## config.mk

```make
export PLATFORM = sky130hd
export DESIGN_NAME = adc_uart_framer
export DESIGN_NICKNAME = d
export VERILOG_FILES = /design/src/rtl/adc_uart_framer.sv
export SDC_FILE = /design/constraint.sdc
export NUM_CORES = 1
export LEC_CHECK = 0
export ABC_CLOCK_PERIOD_IN_PS = 1960
export CAP_MARGIN = 20
export CORE_MARGIN = 5
export CORE_UTILIZATION = 35
export DETAILED_ROUTE_END_ITERATION = 10
export SLEW_MARGIN = 15
export SYNTH_ARGS = -nofsm -noshare
export SYNTH_HDL_FRONTEND = slang
export SYNTH_SLANG_ARGS = --single-unit
```

## constraint.sdc

```tcl
create_clock -name i_clock -period 1.96 [get_ports i_clock]
set_input_delay 0.392 -clock i_clock [delete_from_list [all_inputs] [get_ports i_clock]]
set_output_delay 0.392 -clock i_clock [all_outputs]
set_load 0.05 [all_outputs]
```

## src/rtl/adc_uart_framer.sv

```systemverilog
// Purpose : decimates ADC ch1/ch2 sample pairs and frames each captured pair into a 7-byte UART packet.
// Latency : SYNC byte valid on the cycle after the capture edge; one byte per accepted handshake.
// Backpr. : bytes hold on o_tx_data until i_tx_ready; capture points arriving mid-frame are dropped and flag o_overrun.
//
// Ports:
//   i_clock, i_reset_n          clock, async active-low reset
//   i_enable, i_decim           run enable, capture every (i_decim+1)-th valid sample
//   i_sample_valid, i_ch1/ch2   incoming sample pair
//   o_tx_data/valid, i_tx_ready AXI-stream byte output towards uart_tx
//   i_clear_overrun, o_overrun  sticky lost-sample flag and its clear
//   o_busy                      high while a frame is being sent
module adc_uart_framer #(
    parameter logic [7:0] SYNC_BYTE   = 8'hA5,
    parameter int         DECIM_WIDTH = 16
) (
    input  logic                   i_clock,
    input  logic                   i_reset_n,
    input  logic                   i_enable,
    input  logic [DECIM_WIDTH-1:0] i_decim,
    input  logic                   i_sample_valid,
    input  logic [15:0]            i_ch1,
    input  logic [15:0]            i_ch2,
    output logic [7:0]             o_tx_data,
    output logic                   o_tx_valid,
    input  logic                   i_tx_ready,
    input  logic                   i_clear_overrun,
    output logic                   o_overrun,
    output logic                   o_busy
);

    typedef enum logic [1:0] {
        S_IDLE = 2'd0,
        S_WAIT = 2'd1,
        S_SEND = 2'd2
    } state_t;

    state_t                 r_state;
    logic [2:0]             r_idx;
    logic [7:0]             r_seq;
    logic [15:0]            r_ch1;
    logic [15:0]            r_ch2;
    logic [DECIM_WIDTH-1:0] r_dcnt;

    logic                   w_capture;
    logic                   w_accept;
    logic                   w_last;
    logic [7:0]             w_chk;
    logic [2:0]             w_next_idx;
    logic [7:0]             w_next_byte;

    assign w_capture  = i_enable && i_sample_valid && (r_dcnt == i_decim);
    assign w_accept   = (r_state == S_SEND) && o_tx_valid && i_tx_ready;
    assign w_last     = w_accept && (r_idx == 3'd6);
    assign w_chk      = r_seq ^ r_ch1[15:8] ^ r_ch1[7:0] ^ r_ch2[15:8] ^ r_ch2[7:0];
    assign w_next_idx = r_idx + 3'd1;

    // Byte that goes out after the current one is accepted.
    always_comb begin
        w_next_byte = 8'h00;
        case (w_next_idx)
            3'd0:    w_next_byte = SYNC_BYTE;
            3'd1:    w_next_byte = r_seq;
            3'd2:    w_next_byte = r_ch1[15:8];
            3'd3:    w_next_byte = r_ch1[7:0];
            3'd4:    w_next_byte = r_ch2[15:8];
            3'd5:    w_next_byte = r_ch2[7:0];
            3'd6:    w_next_byte = w_chk;
            default: w_next_byte = 8'h00;
        endcase
    end

    always_ff @(posedge i_clock or negedge i_reset_n) begin
        if (!i_reset_n) begin
            r_state    <= S_IDLE;
            r_idx      <= 3'd0;
            r_seq      <= 8'h00;
            r_ch1      <= 16'h0000;
            r_ch2      <= 16'h0000;
            r_dcnt     <= '0;
            o_tx_data  <= 8'h00;
            o_tx_valid <= 1'b0;
            o_overrun  <= 1'b0;
            o_busy     <= 1'b0;
        end else begin
            if (!i_enable) begin
                r_dcnt <= '0;
            end else if (i_sample_valid) begin
                r_dcnt <= (r_dcnt == i_decim) ? '0 : r_dcnt + DECIM_WIDTH'(1);
            end

            // A capture coinciding with the final handshake is a legal back-to-back start.
            if (w_capture && (r_state == S_SEND) && !w_last) begin
                o_overrun <= 1'b1;
            end else if (i_clear_overrun) begin
                o_overrun <= 1'b0;
            end

            case (r_state)
                S_IDLE: begin
                    if (i_enable) begin
                        r_state <= S_WAIT;
                    end
                end
                S_WAIT: begin
                    if (w_capture) begin
                        r_ch1      <= i_ch1;
                        r_ch2      <= i_ch2;
                        r_idx      <= 3'd0;
                        o_tx_data  <= SYNC_BYTE;
                        o_tx_valid <= 1'b1;
                        o_busy     <= 1'b1;
                        r_state    <= S_SEND;
                    end else if (!i_enable) begin
                        r_state <= S_IDLE;
                    end
                end
                S_SEND: begin
                    if (w_accept) begin
                        if (r_idx == 3'd6) begin
                            r_seq <= r_seq + 8'd1;
                            if (w_capture) begin
                                r_ch1     <= i_ch1;
                                r_ch2     <= i_ch2;
                                r_idx     <= 3'd0;
                                o_tx_data <= SYNC_BYTE;
                            end else begin
                                o_tx_valid <= 1'b0;
                                o_busy     <= 1'b0;
                                r_state    <= i_enable ? S_WAIT : S_IDLE;
                            end
                        end else begin
                            r_idx     <= w_next_idx;
                            o_tx_data <= w_next_byte;
                        end
                    end
                end
                default: begin
                    r_state <= S_IDLE;
                end
            endcase
        end
    end

endmodule

```

== Word-level counts from Yosys, hierarchy flattened ==
Index checks and enable logic that the tools add are counted.
Storage, ports and cells
  output and inout bits: 11
  register bits: 71
  logic and storage cells: 85
Operators by class
  multiplexer cells: 35
  bitwise logic cells: 4
  eq/ne operators: 17
  reductions and logical operators: 17
  $add $sub $neg: 3
Operator list (number)
  $mux 16: 9
  $pmux 16 s2: 2
  $pmux 8 s7: 1
  $xor 8x8->8: 4
  $mux 8: 3
  $add 16x1->16 const B: 1
  $eq 16x16->1: 1
  $pmux 8 s2: 1
  $eq 3x3->1 const B: 4
  $mux 2: 6
  $reduce_and 5->1: 2
  $mux 3: 3
  $add 8x1->8 const B: 1
  $ne 2x2->1 const B: 4
  $logic_and 1x1->1: 7
  $mux 1: 7
  $eq 3x2->1 const B: 2
  $pmux 2 s3: 1
  $pmux 3 s2: 1
  $reduce_and 3->1: 2
  $ne 2x1->1 const B: 2
  $reduce_bool 2->1: 2
  $add 3x1->3 const B: 1
  $eq 3x1->1 const B: 1
  other kinds (8): 8

== Logic depth before layout (Yosys ltp) ==
Gate-level depths: netlist of the first run.
  depth in word-level cells: 8
  mapped depth: 9

== Worst setup path before layout of the first run ==
No wires, ideal clock.
  kind: flip-flop to flip-flop
  from: reg r_idx[0]
  to: reg o_tx_data[1]
  buffers on the path: 1
  data arrival time: 2.057 ns
  setup time: 0.122 ns
  stages on the path, launching flop included: 10
  data required time: 1.838 ns
  setup slack: -0.218 ns
  clock period less this slack: 2.178 ns
  path through: dfrtp_1 -> inv_1 -> ha_1 -> clkbuf_1 -> nand2_1 -> and2_1 -> nand2_1 -> a2111oi_4 -> nor2_1 -> a32o_1
Between the ends
  longest elaborated chain between the ends: 6
  elaborated cells between the ends (all ways): 13
  those cells by class: 1 x add/sub; 7 x eq/ne; 4 x mux; 1 x reduce/logical
Ends and longest elaborated chain
  start, declared: RTL line 38  | logic [2:0] r_idx;
  start signal, assigned: RTL line 132  | r_idx <= w_next_idx;
  $add 3x1->3: RTL line 55  | assign w_next_idx = r_idx + 3'd1;
  $eq 3x3->1, or another cell as far along: RTL line 60  | case (w_next_idx)
  $pmux 8 s7: RTL line 60
  $mux 8 (*): RTL line 119  | if (r_idx == 3'd6) begin
  $mux 8 (*): RTL line 118  | if (w_accept) begin
  $pmux 8 s2 (*): RTL line 98  | case (r_state)
  end signal, assigned: RTL line 133  | o_tx_data <= w_next_byte;
  end, declared: RTL line 23  | output logic [7:0] o_tx_data,
Every way passes the cells marked *; elsewhere a longest branch is shown, timed or not. The select of a mux whose other input is x is not followed.
A chain may end at the register's enable or synchronous reset.

== Final worst setup path of the first run ==
  from: reg r_dcnt[7]
  to: reg r_ch1[9]
Between the ends
  longest elaborated chain between the ends: 6
Ends and longest elaborated chain
  start, declared: RTL line 42  | logic [DECIM_WIDTH-1:0] r_dcnt;
  start signal, assigned: RTL line 88  | r_dcnt <= (r_dcnt == i_decim) ? '0 : r_dcnt + DECIM_WIDTH'(1);
  $eq 16x16->1 (*): RTL line 51  | assign w_capture = i_enable && i_sample_valid && (r_dcnt == i_decim);
  $logic_and 1x1->1 (*): RTL line 51
  $mux 16 (*)
  $mux 16 (2 in a row)
  $pmux 16 s2 (*)
  end signal, assigned: RTL line 106  | r_ch1 <= i_ch1;
  end signal, assigned: RTL line 122  | r_ch1 <= i_ch1;
  end, declared: RTL line 40  | logic [15:0] r_ch1;
Marks and branches as above.

==> metrics.csv, run 1 <==
metric,value,unit
final worst slack,-316,ps
DP HPWL,6.97,mm
Required @ worst endpoint,2170,ps
Worst Hold Depth,1,
cell with the most instances after synthesis,dfrtp_1,
CP Launch Type,flip-flop,
post-layout util,52.6,%
Min Hold Slack,514,ps
Hold Path Class,reg2reg,
synthesis-to-layout area growth,45.6,%
Final Skew,7.08,ps
Routed WL,10.8,mm
outcome,finished with violations,
Power Density,557,nW/um2
failing checks,negative setup slack,
via count,3243,
internal power,2.48,mW
Sink Count,71,
Final Instance Count excl. Fillers,619,
leakage power,2.67,nW
CTS max path bufs,2,
die extent in x,116,um
relative slew slack,61.5,%
critical path data arrival time,2490,ps
CP Cell Sequence,"xnor2_1, nand4_1, nor4_4, nand3_2, nor3b_4, buf_6, clkbuf_16, mux2_4",
worst vdd ir,0.280,mV
Net Sw Frac,22.8,%
final setup vio count,54,
"Seq/Total Area, Yosys",44.9,%
IO buf count,64,
total negative slack,-10870,ps
clock-pin slew on the worst setup and hold paths,60,ps
Inst Count DP,591,
Mapped Cells,361,
CTS root buf,clkbuf_16,
share of power burned in registers,46.2,%
Worst path slowest cell,dfrtp_1,
"Slew Viols, Final",0,
worst r2r src,r_dcnt[7],
Detail Route Antenna Nets,0,
DRC errors left,0,
area share of the largest cell type after synthesis,44.9,%
synth warn,0,
dpl ws,-744,ps
"area leader, netlist",dfrtp_1,
num rows,38,
Worst R2R Setup Slack,-320,ps
Initial Util,36.2,%
commonest cells in the synthesized netlist,"71 x dfrtp_1, 47 x xnor2_1, 29 x mux2_2, 29 x nand2_1, 18 x o21ai_0",
wire per inst,17.4,um
CP max FO,8,
max-capacitance violation count,0,
synth unique cells,44,
drt pass-1 iters,5,
RePlAce Congestion,0.795,
Post-Syn Area,3960,um2
critical path type,reg2reg,
initial antenna violation count,0,
clock power share,45.3,%
die area,13500,um2
Core Area,10900,um2
CTS tree,yes,
Layout Nets,537,
Syn Nets,423,
H-tree depth,3,
RSZ-0062 raised after global routing,yes,
largest net degree at the start of global routing,51,
Area contributors post-synth,"dfrtp_1 45%, xnor2_1 10%, mux2_2 8.3%, nand2_1 2.8%, ha_1 2.5%",
number of synthesized flops with an enable pin,0,
r2r endpoint,r_ch1[9],
Area after DPL,5040,um2
Fin. Hold Viols,0,
# fillers,1003,
Logic pwr share,8.5,%
Sw Pwr,0.732,mW
#FFs+latches synth,71,
IO Count,65,
"Power, Total",3.21,mW
hold_sp,r_seq[7],
"CP delay by family, top",simple AND/OR/NAND/NOR gates,
Die Y,116,um
first-pass GRT wire length,15.9,mm
Inserted Clock Buffers,9,
later-pin clock latency in the skew report,330,ps
endpoint class of the critical path,flip-flop,
WP buf/inv,2,
detailed router's first-iteration violation count,154,
vias per cell,5.24,
Tcrit/Tclk final,116,%
Final min period,2280,ps
maximum clock frequency,0.439,GHz
Mapped Avg Cell Area,11.0,um2
WHS Endpoint,r_seq[7],
main flop type after synthesis,dfrtp_1,
Antenna Cells,0,
vias in the first global route,3245,
ys async rst share,100,%
R2R cell count,8,
CP peak stage delay,400,ps
grt ovf,0,
worst-margin pin slew,578,ps
All-Layer GR Usage,15.0,%
layout cells sized above 1,30.5,%
post-route cell area,5760,um2
==> layer usage <==
layer | GRT usage [%] | routed length [um] | vias to the layer above
met1 | 20.6 | 4960 | 1610
met5 | 0 | 0 | -
met4 | 6.73 | 298 | 0
met3 | 2.02 | 444 | 24
met2 | 23.5 | 5060 | 78
li1 | - | - | 1531
==> layout make-up <==
class / count / area, um2 / share of cell area (%)
clock buffers: 9 / 225 / 3.91
repair buffers: 121 / 1200 / 20.9
inverters: 15 / 56.3 / 0.978
well taps: 140 / 175 / 3.04
flip-flops and latches: 71 / 1780 / 30.9
multi-input cells: 257 / 2280 / 39.6
clock inverters: 6 / 38.8 / 0.674
==> layout by cell type (no fill, tap or decap), drive strengths merged, types with 5 or more instances in the layout <==
| cell | synthesis | final |
|---|---|---|
| dfrtp | 71 | 71 |
| buf | 7 | 59 |
| xnor2 | 47 | 47 |
| clkdlybuf4s50 | 0 | 41 |
| mux2 | 34 | 34 |
| nand2 | 29 | 29 |
| o21ai | 18 | 18 |
| inv | 15 | 15 |
| clkbuf | 11 | 13 |
| a21o | 12 | 12 |
| dlygate4sd2 | 0 | 12 |
| nand3 | 10 | 10 |
| a222oi | 9 | 9 |
| nor2 | 9 | 9 |
| nor3b | 9 | 9 |
| a21oi | 8 | 8 |
| ha | 8 | 8 |
| nand4 | 7 | 7 |
| and3 | 7 | 7 |
| xor2 | 5 | 5 |
==> flip-flops by register name, summed over array words and instances (netlist names) <==
| name | flops |
|---|---|
| o_busy | 1 |
| o_overrun | 1 |
| r_dcnt | 16 |
| r_ch2 | 16 |
| r_ch1 | 16 |
| o_tx_data | 8 |
| r_state | 2 |
| r_idx | 3 |
| r_seq | 8 |
==> power by group through the flow <==
| stage | Clock (mW) | Combinational [mW] | Sequential, mW |
|---|---|---|---|
| CTS | 1.50 | 0.238 | 1.48 |
| finish | 1.45 | 0.273 | 1.48 |
| global placement | 0 | 0.235 | 1.51 |
| global route | 1.56 | 0.297 | 1.48 |
| detailed placement | 0 | 0.242 | 1.51 |
| floorplan | 0 | 0.0566 | 1.51 |
==> how the worst max path moves through the flow <==
stage | to | startpoint | slack (ps) | cells after the start
floorplan | r_ch1[10] | r_dcnt[8] | -110 | 7
global placement | r_ch1[6] | i_decim[7] | -700 | 8
detailed placement | r_ch1[3] | i_decim[2] | -740 | 8
CTS | r_ch1[3] | r_dcnt[7] | -280 | 7
global route | r_ch1[0] | r_dcnt[0] | -430 | 8
finish | r_ch1[9] | r_dcnt[7] | -320 | 8
==> kinds of logic (layout without fill, tap and decap cells) <==
group	after synthesis	count (layout)	synth area share (%)
simple gates	87	87	12.1
fa+ha+maj	8	8	2.53
compound gates	72	72	13.4
mux	35	35	9.93
flops	71	71	44.9
xor+xnor	55	55	13.2
buf+inv	33	151	3.89
==> repair_timing <==
item	in CTS	in global routing
pin swaps	3	25
hold buffers	1	0
resized for setup	23	74
setup endpoints to repair	57	58
gates cloned	1	6
endpoints found under the hold margin	12	0
buffers inserted	1	5
No activity file was read; power rests on OpenSTA's default activity.
==> run 2: changes to the inputs <==
--- a/config.mk
+++ b/config.mk
@@ -5,12 +5,12 @@
 export SDC_FILE = /design/constraint.sdc
 export NUM_CORES = 1
 export LEC_CHECK = 0
-export ABC_CLOCK_PERIOD_IN_PS = 1960
+export ABC_CLOCK_PERIOD_IN_PS = 2300
 export CAP_MARGIN = 20
 export CORE_MARGIN = 5
 export CORE_UTILIZATION = 35
 export DETAILED_ROUTE_END_ITERATION = 10
-export SLEW_MARGIN = 15
+export SLEW_MARGIN = 20
 export SYNTH_ARGS = -nofsm -noshare
 export SYNTH_HDL_FRONTEND = slang
 export SYNTH_SLANG_ARGS = --single-unit
==> constraint.sdc (replaced) <==
create_clock -name i_clock -period 2.3 [get_ports i_clock]
set_input_delay 0.46 -clock i_clock [delete_from_list [all_inputs] [get_ports i_clock]]
set_output_delay 0.46 -clock i_clock [all_outputs]
set_load 0.05 [all_outputs]
==> run 2 against run 1 <==
The run still ends with negative setup slack left. Wire length decreased by 7.3%. Via count down 4.1%. Sequential share of layout area up 1.4 points. Power is 11% lower.
==> metrics.csv, run 2 (synthesized netlist as in run 1, its figures left out) <==
metric,value,unit,change
max-capacitance violation count,0,,unchanged
Detail Route Antenna Nets,0,,unchanged
IO buf count,64,,unchanged
leakage power,2.54,nW,-4.9%
grt ovf,0,,unchanged
critical path type,reg2reg,,
largest net degree at the start of global routing,48,,-5.9%
failing checks,negative setup slack,,
biggest regs,"r_ch1 x16, r_ch2 x16, r_dcnt x16",,
All-Layer GR Usage,15.5,%,+0.53 points
Final Skew,8.74,ps,+1.66 ps
Routed WL,9.98,mm,-7.3%
Power Density,517,nW/um2,-7.3%
first-pass GRT wire length,16.3,mm,+2.5%
Hold Path Class,in2async,,
RSZ-0062 raised after global routing,yes,,
DRC errors left,0,,unchanged
Antenna Cells,0,,unchanged
layout cells sized above 1,21.8,%,-8.7 points
Final min period,2300,ps,+27.5 ps
synthesis-to-layout area growth,39.6,%,
CP Launch Type,flip-flop,,
"Slew Viols, Final",0,,unchanged
initial antenna violation count,0,,unchanged
RePlAce Congestion,0.831,,+4.6%
Die Y,116,um,unchanged
CTS max path bufs,2,,unchanged
Required @ worst endpoint,2520,ps,+350 ps
outcome,finished with violations,,
vias per cell,5.15,,-1.7%
worst r2r src,r_dcnt[4],,
drt pass-1 iters,5,,unchanged
worst setup path start,r_dcnt[4],,
Layout Nets,521,,-3.0%
"Power, Total",2.86,mW,-11%
endpoint class of the critical path,flip-flop,,
worst-margin pin slew,602,ps,+24.0 ps
final setup vio count,3,,-94%
DP HPWL,6.60,mm,-5.3%
Fin. Hold Viols,0,,unchanged
"commonest non-fill, non-tap cells in the layout","68 x dfrtp_1, 47 x clkdlybuf4s50_1, 44 x xnor2_1, 32 x mux2_4, 32 x buf_4",,
wire per inst,16.5,um,-5.0%
IO Count,65,,unchanged
maximum clock frequency,0.434,GHz,-1.2%
"commonest non-fill, non-tap cell in the layout",dfrtp_1,,
worst vdd ir,0.273,mV,-2.3%
die extent in x,116,um,unchanged
clock-pin slew on the worst setup and hold paths,60,ps,about the same
Sink Count,71,,unchanged
Initial Util,36.2,%,unchanged
final worst slack,-3.85,ps,+313 ps
H-tree depth,3,,unchanged
later-pin clock latency in the skew report,340,ps,about the same
vias in the first global route,3225,,-0.62%
die area,13500,um2,unchanged
CTS tree,yes,,
total negative slack,-6.62,ps,+10860 ps
relative slew slack,59.9,%,-1.6 points
CTS root buf,clkbuf_16,,
via count,3111,,-4.1%
CP max FO,8,,unchanged
num rows,38,,unchanged
Tcrit/Tclk final,100,%,-16 points
detailed router's first-iteration violation count,139,,-9.7%
Core Area,10900,um2,unchanged
Inserted Clock Buffers,9,,unchanged
critical path data arrival time,2520,ps,+30 ps
Worst R2R Setup Slack,-4,ps,+310 ps
## run 2: cell count changes in the layout (fill, tap and decap cells not counted), moves of 4 or more
cell and delta:
o21ai_0 +14, o21ai_1 -7, clkdlybuf4s50_1 +6, buf_4 -14, mux2_2 -7, nor3b_2 -5
nor3b_1 +6, o21ai_2 -6, buf_6 -4, mux2_4 +8
## run 2: metal layers
layer / wire length, um / global-route usage (%)
met5: 0 / 0
met4: 114 / 5.34
met3: 592 / 3.32
met2: 4800 / 25.1
met1: 4470 / 20.6
## run 2: power by group
| part | switching [mW] | internal [mW] | total [mW] |
|---|---|---|---|
| combinational | 0.0784 | 0.117 | 0.196 |
| clock | 0.555 | 0.841 | 1.40 |
| sequential | 0.00770 | 1.26 | 1.26 |
| total | 0.641 | 2.21 | 2.86 |
## run 2: final timing paths
path,to,depth (start not counted)
setup / recovery,r_ch1[5],9
setup reg to reg,r_ch1[5],9
max in group asynchronous,r_dcnt[9],3
min in group i_clock,o_tx_data[6],1
hold / removal,r_dcnt[2],2
hold reg to reg,o_tx_data[6],1
## run 2: cell type report
cell class	count	area, um2
Fill cell	1004	5410
Multi-Input combinational cell	257	2170
Sequential cell	71	1780
Timing Repair Buffer	105	1040
Clock buffer	9	225
Tap cell	140	175
Clock inverter	7	71.3
Inverter	15	56.3
## run 2: per-stage QoR
step | utilization [%] | cells | setup slack, ps | hold WS, ps | area [um2]
global route | 50.5 | 604 | -130 | 520 | 5520
global placement | 45.1 | 577 | -400 | 303 | 4930
finish | 50.5 | 604 | -3.85 | 500 | 5520
CTS | 48.8 | 598 | -54.8 | 488 | 5340
floorplan | - | 361 | 122 | 164 | 3960
detailed placement | 45.1 | 577 | -469 | 305 | 4930
## run 2: critical path, stage by stage, from the launching register on
cell	delay, ps
dfrtp_2	430
xnor2_2	160
nand4_1	120
nor4_2	320
buf_4	180
nand3_4	80
nor3b_4	260
buf_6	160
clkbuf_16	170
mux2_4	300
## run 2: repair_timing
item                       CTS  global route
setup endpoints to repair   32            32
hold buffers                 1             0
pin swaps                    1             6
hold endpoints to repair     4             0
gates resized for setup     24            35
setup buffers                2             5
gates cloned                 2             1
==> run 3: changes to the inputs <==
--- a/config.mk
+++ b/config.mk
@@ -5,12 +5,14 @@
 export SDC_FILE = /design/constraint.sdc
 export NUM_CORES = 1
 export LEC_CHECK = 0
-export ABC_CLOCK_PERIOD_IN_PS = 2300
+export ABC_CLOCK_PERIOD_IN_PS = 2600
 export CAP_MARGIN = 20
 export CORE_MARGIN = 5
-export CORE_UTILIZATION = 35
+export CORE_UTILIZATION = 54
 export DETAILED_ROUTE_END_ITERATION = 10
+export PLACE_DENSITY = 0.81
 export SLEW_MARGIN = 20
 export SYNTH_ARGS = -nofsm -noshare
 export SYNTH_HDL_FRONTEND = slang
 export SYNTH_SLANG_ARGS = --single-unit
+export TNS_END_PERCENT = 1
==> constraint.sdc (replaced) <==
create_clock -name i_clock -period 2.6 [get_ports i_clock]
set_input_delay 0.52 -clock i_clock [delete_from_list [all_inputs] [get_ports i_clock]]
set_output_delay 0.52 -clock i_clock [all_outputs]
set_load 0.05 [all_outputs]
==> run 3 against run 2 <==
The run now ends clean. Global-route usage is 5.6 points higher. Power is 21% lower. Setup slack better by 140 ps. Sequential power is 11% lower. First-iteration DRC count is 68% higher. Combinational power is 19% lower. Critical endpoint is now r_ch2[4].
==> metrics.csv, run 3 (synthesized netlist as in run 1, its figures left out) <==
metric,value,unit,change
layout cells sized above 1,14.4,%,-7.3 points
maximum clock frequency,0.405,GHz,
Final Skew,7.53,ps,-1.21 ps
Detail Route Antenna Nets,0,,unchanged
via count,3044,,-2.2%
largest net degree at the start of global routing,72,,+50%
# fillers,523,,-48%
CP max FO,32,,+24
RSZ-0062 raised after global routing,no,,
wire per inst,16.8,um,+1.4%
Antenna Cells,0,,unchanged
relative slew slack,56.5,%,-3.4 points
synthesis-to-layout area growth,25.8,%,
Required @ worst endpoint,2820,ps,+300 ps
Final min period,2470,ps,
die extent in x,95.6,um,-18%
Reg area,1780,um2,-0.21%
clock-pin slew on the worst setup and hold paths,70,ps,about the same
Layout Nets,493,,-5.4%
die area,9140,um2,-32%
RePlAce Congestion,0.835,,+0.46%
Fin. Hold Viols,0,,unchanged
Inserted Clock Buffers,9,,unchanged
outcome,"complete, no violations",,
later-pin clock latency in the skew report,340,ps,about the same
Power Density,452,nW/um2,-13%
"Slew Viols, Final",0,,unchanged
"commonest non-fill, non-tap cells in the layout","71 x dfrtp_1, 63 x clkdlybuf4s50_1, 47 x xnor2_1, 29 x nand2_1, 29 x mux2_2",,
Routed WL,8.96,mm,-10%
grt ovf,0,,unchanged
Core Area,7180,um2,-34%
"Power, Total",2.25,mW,-21%
post-layout util,69.3,%,+19 points
critical path type,in2reg,,
IO buf count,64,,unchanged
CTS tree,yes,,
CTS root buf,clkbuf_8,,
max-capacitance violation count,0,,unchanged
IO Count,65,,unchanged
multi-input logic area,2020,um2,-6.9%
critical path data arrival time,2690,ps,+170 ps
post-CTS setup buffers,0,,-2
CTS max path bufs,2,,unchanged
Resize count post-CTS,0,,-100%
vias in the first global route,3056,,-5.2%
"commonest non-fill, non-tap cell in the layout",dfrtp_1,,
Die Y,95.6,um,-18%
first-pass GRT wire length,14.8,mm,-9.2%
vias per cell,5.69,,+10%
DP HPWL,6.44,mm,-2.5%
CP Launch Type,input port,,
Tcrit/Tclk final,94.9,%,
DRC errors left,0,,unchanged
Post-CTS Hold Fix Bufs,0,,-1
final setup vio count,0,,-3
Sink Count,71,,unchanged
endpoint class of the critical path,flip-flop,,
Initial Util,55.1,%,+19 points
All-Layer GR Usage,21.1,%,+5.6 points
total negative slack,0,ps,+6.62 ps
biggest regs,"r_ch1 x16, r_ch2 x16, r_dcnt x16",,
detailed router's first-iteration violation count,234,,+68%
worst vdd ir,0.306,mV,+12%
H-tree depth,3,,unchanged
Hold Path Class,in2async,,
leakage power,2.26,nW,-11%
drt pass-1 iters,7,,+2
worst-margin pin slew,653,ps,+50.9 ps
initial antenna violation count,0,,unchanged
num rows,31,,-18%
[run 3: changes by cell type in the layout (fill, tap and decap cells not counted), moves of 10 or more]
cell | previous run | this run
mux2_2 | 2 | 29
buf_4 | 32 | 10
clkdlybuf4s50_1 | 47 | 63
clkbuf_16 | 10 | 0
mux2_4 | 32 | 0
dlygate4sd2_1 | 13 | 0
[run 3: routing by layer]
layer,up-vias,GRT usage (%),wire length [um]
li1,1440,-,-
met1,1519,27.6,3860
met2,73,35.1,4590
met3,12,3.31,385
met4,0,8.29,130
met5,-,0,0
[run 3: final timing paths]
path / slack, ps / to / depth (start not counted) / start
min in group i_clock: 510 / o_tx_data[3] / 1 / o_tx_data[3]
max: 130 / r_ch2[4] / 9 / i_decim[12]
min reg2reg: 510 / o_tx_data[3] / 1 / o_tx_data[3]
max in group asynchronous: 2110 / r_ch1[14] / 2 / i_reset_n
min: 180 / r_dcnt[1] / 2 / i_reset_n
max reg2reg: 290 / r_ch2[4] / 8 / r_dcnt[12]
[run 3: where the power goes]
group	internal, mW	leakage (nW)	switching, mW
clock	0.541	0.105	0.430
sequential	1.11	0.967	0.00820
combinational	0.0982	1.18	0.0599
[run 3: critical path, cell delays in order]
cell,delay [ps]
clkdlybuf4s50_1,480
xnor2_1,120
nand4_1,120
nor4_2,330
buf_4,180
nand3_2,100
nor3b_4,230
buf_12,230
mux2_2,370
[run 3: layout make-up]
| class | instances | area share [%] |
|---|---|---|
| clock buffer | 9 | 2.49 |
| clock inverter | 7 | 1.96 |
| inverter | 15 | 1.13 |
| multi-input combinational | 257 | 40.7 |
| sequential | 71 | 35.7 |
| tap | 99 | 2.49 |
| timing repair buffer | 77 | 15.5 |
[run 3: per-stage QoR]
step / cell area (um2) / hold slack, ps / instances / setup slack, ps
final: 4970 / 185 / 535 / 132
after global routing: 4970 / 210 / 535 / 49.7
after CTS: 4970 / 198 / 535 / 149
after detailed placement: 4750 / 494 / 519 / -211
after global placement: 4750 / 492 / 519 / -145
after floorplan: 3960 / 224 / 361 / 415
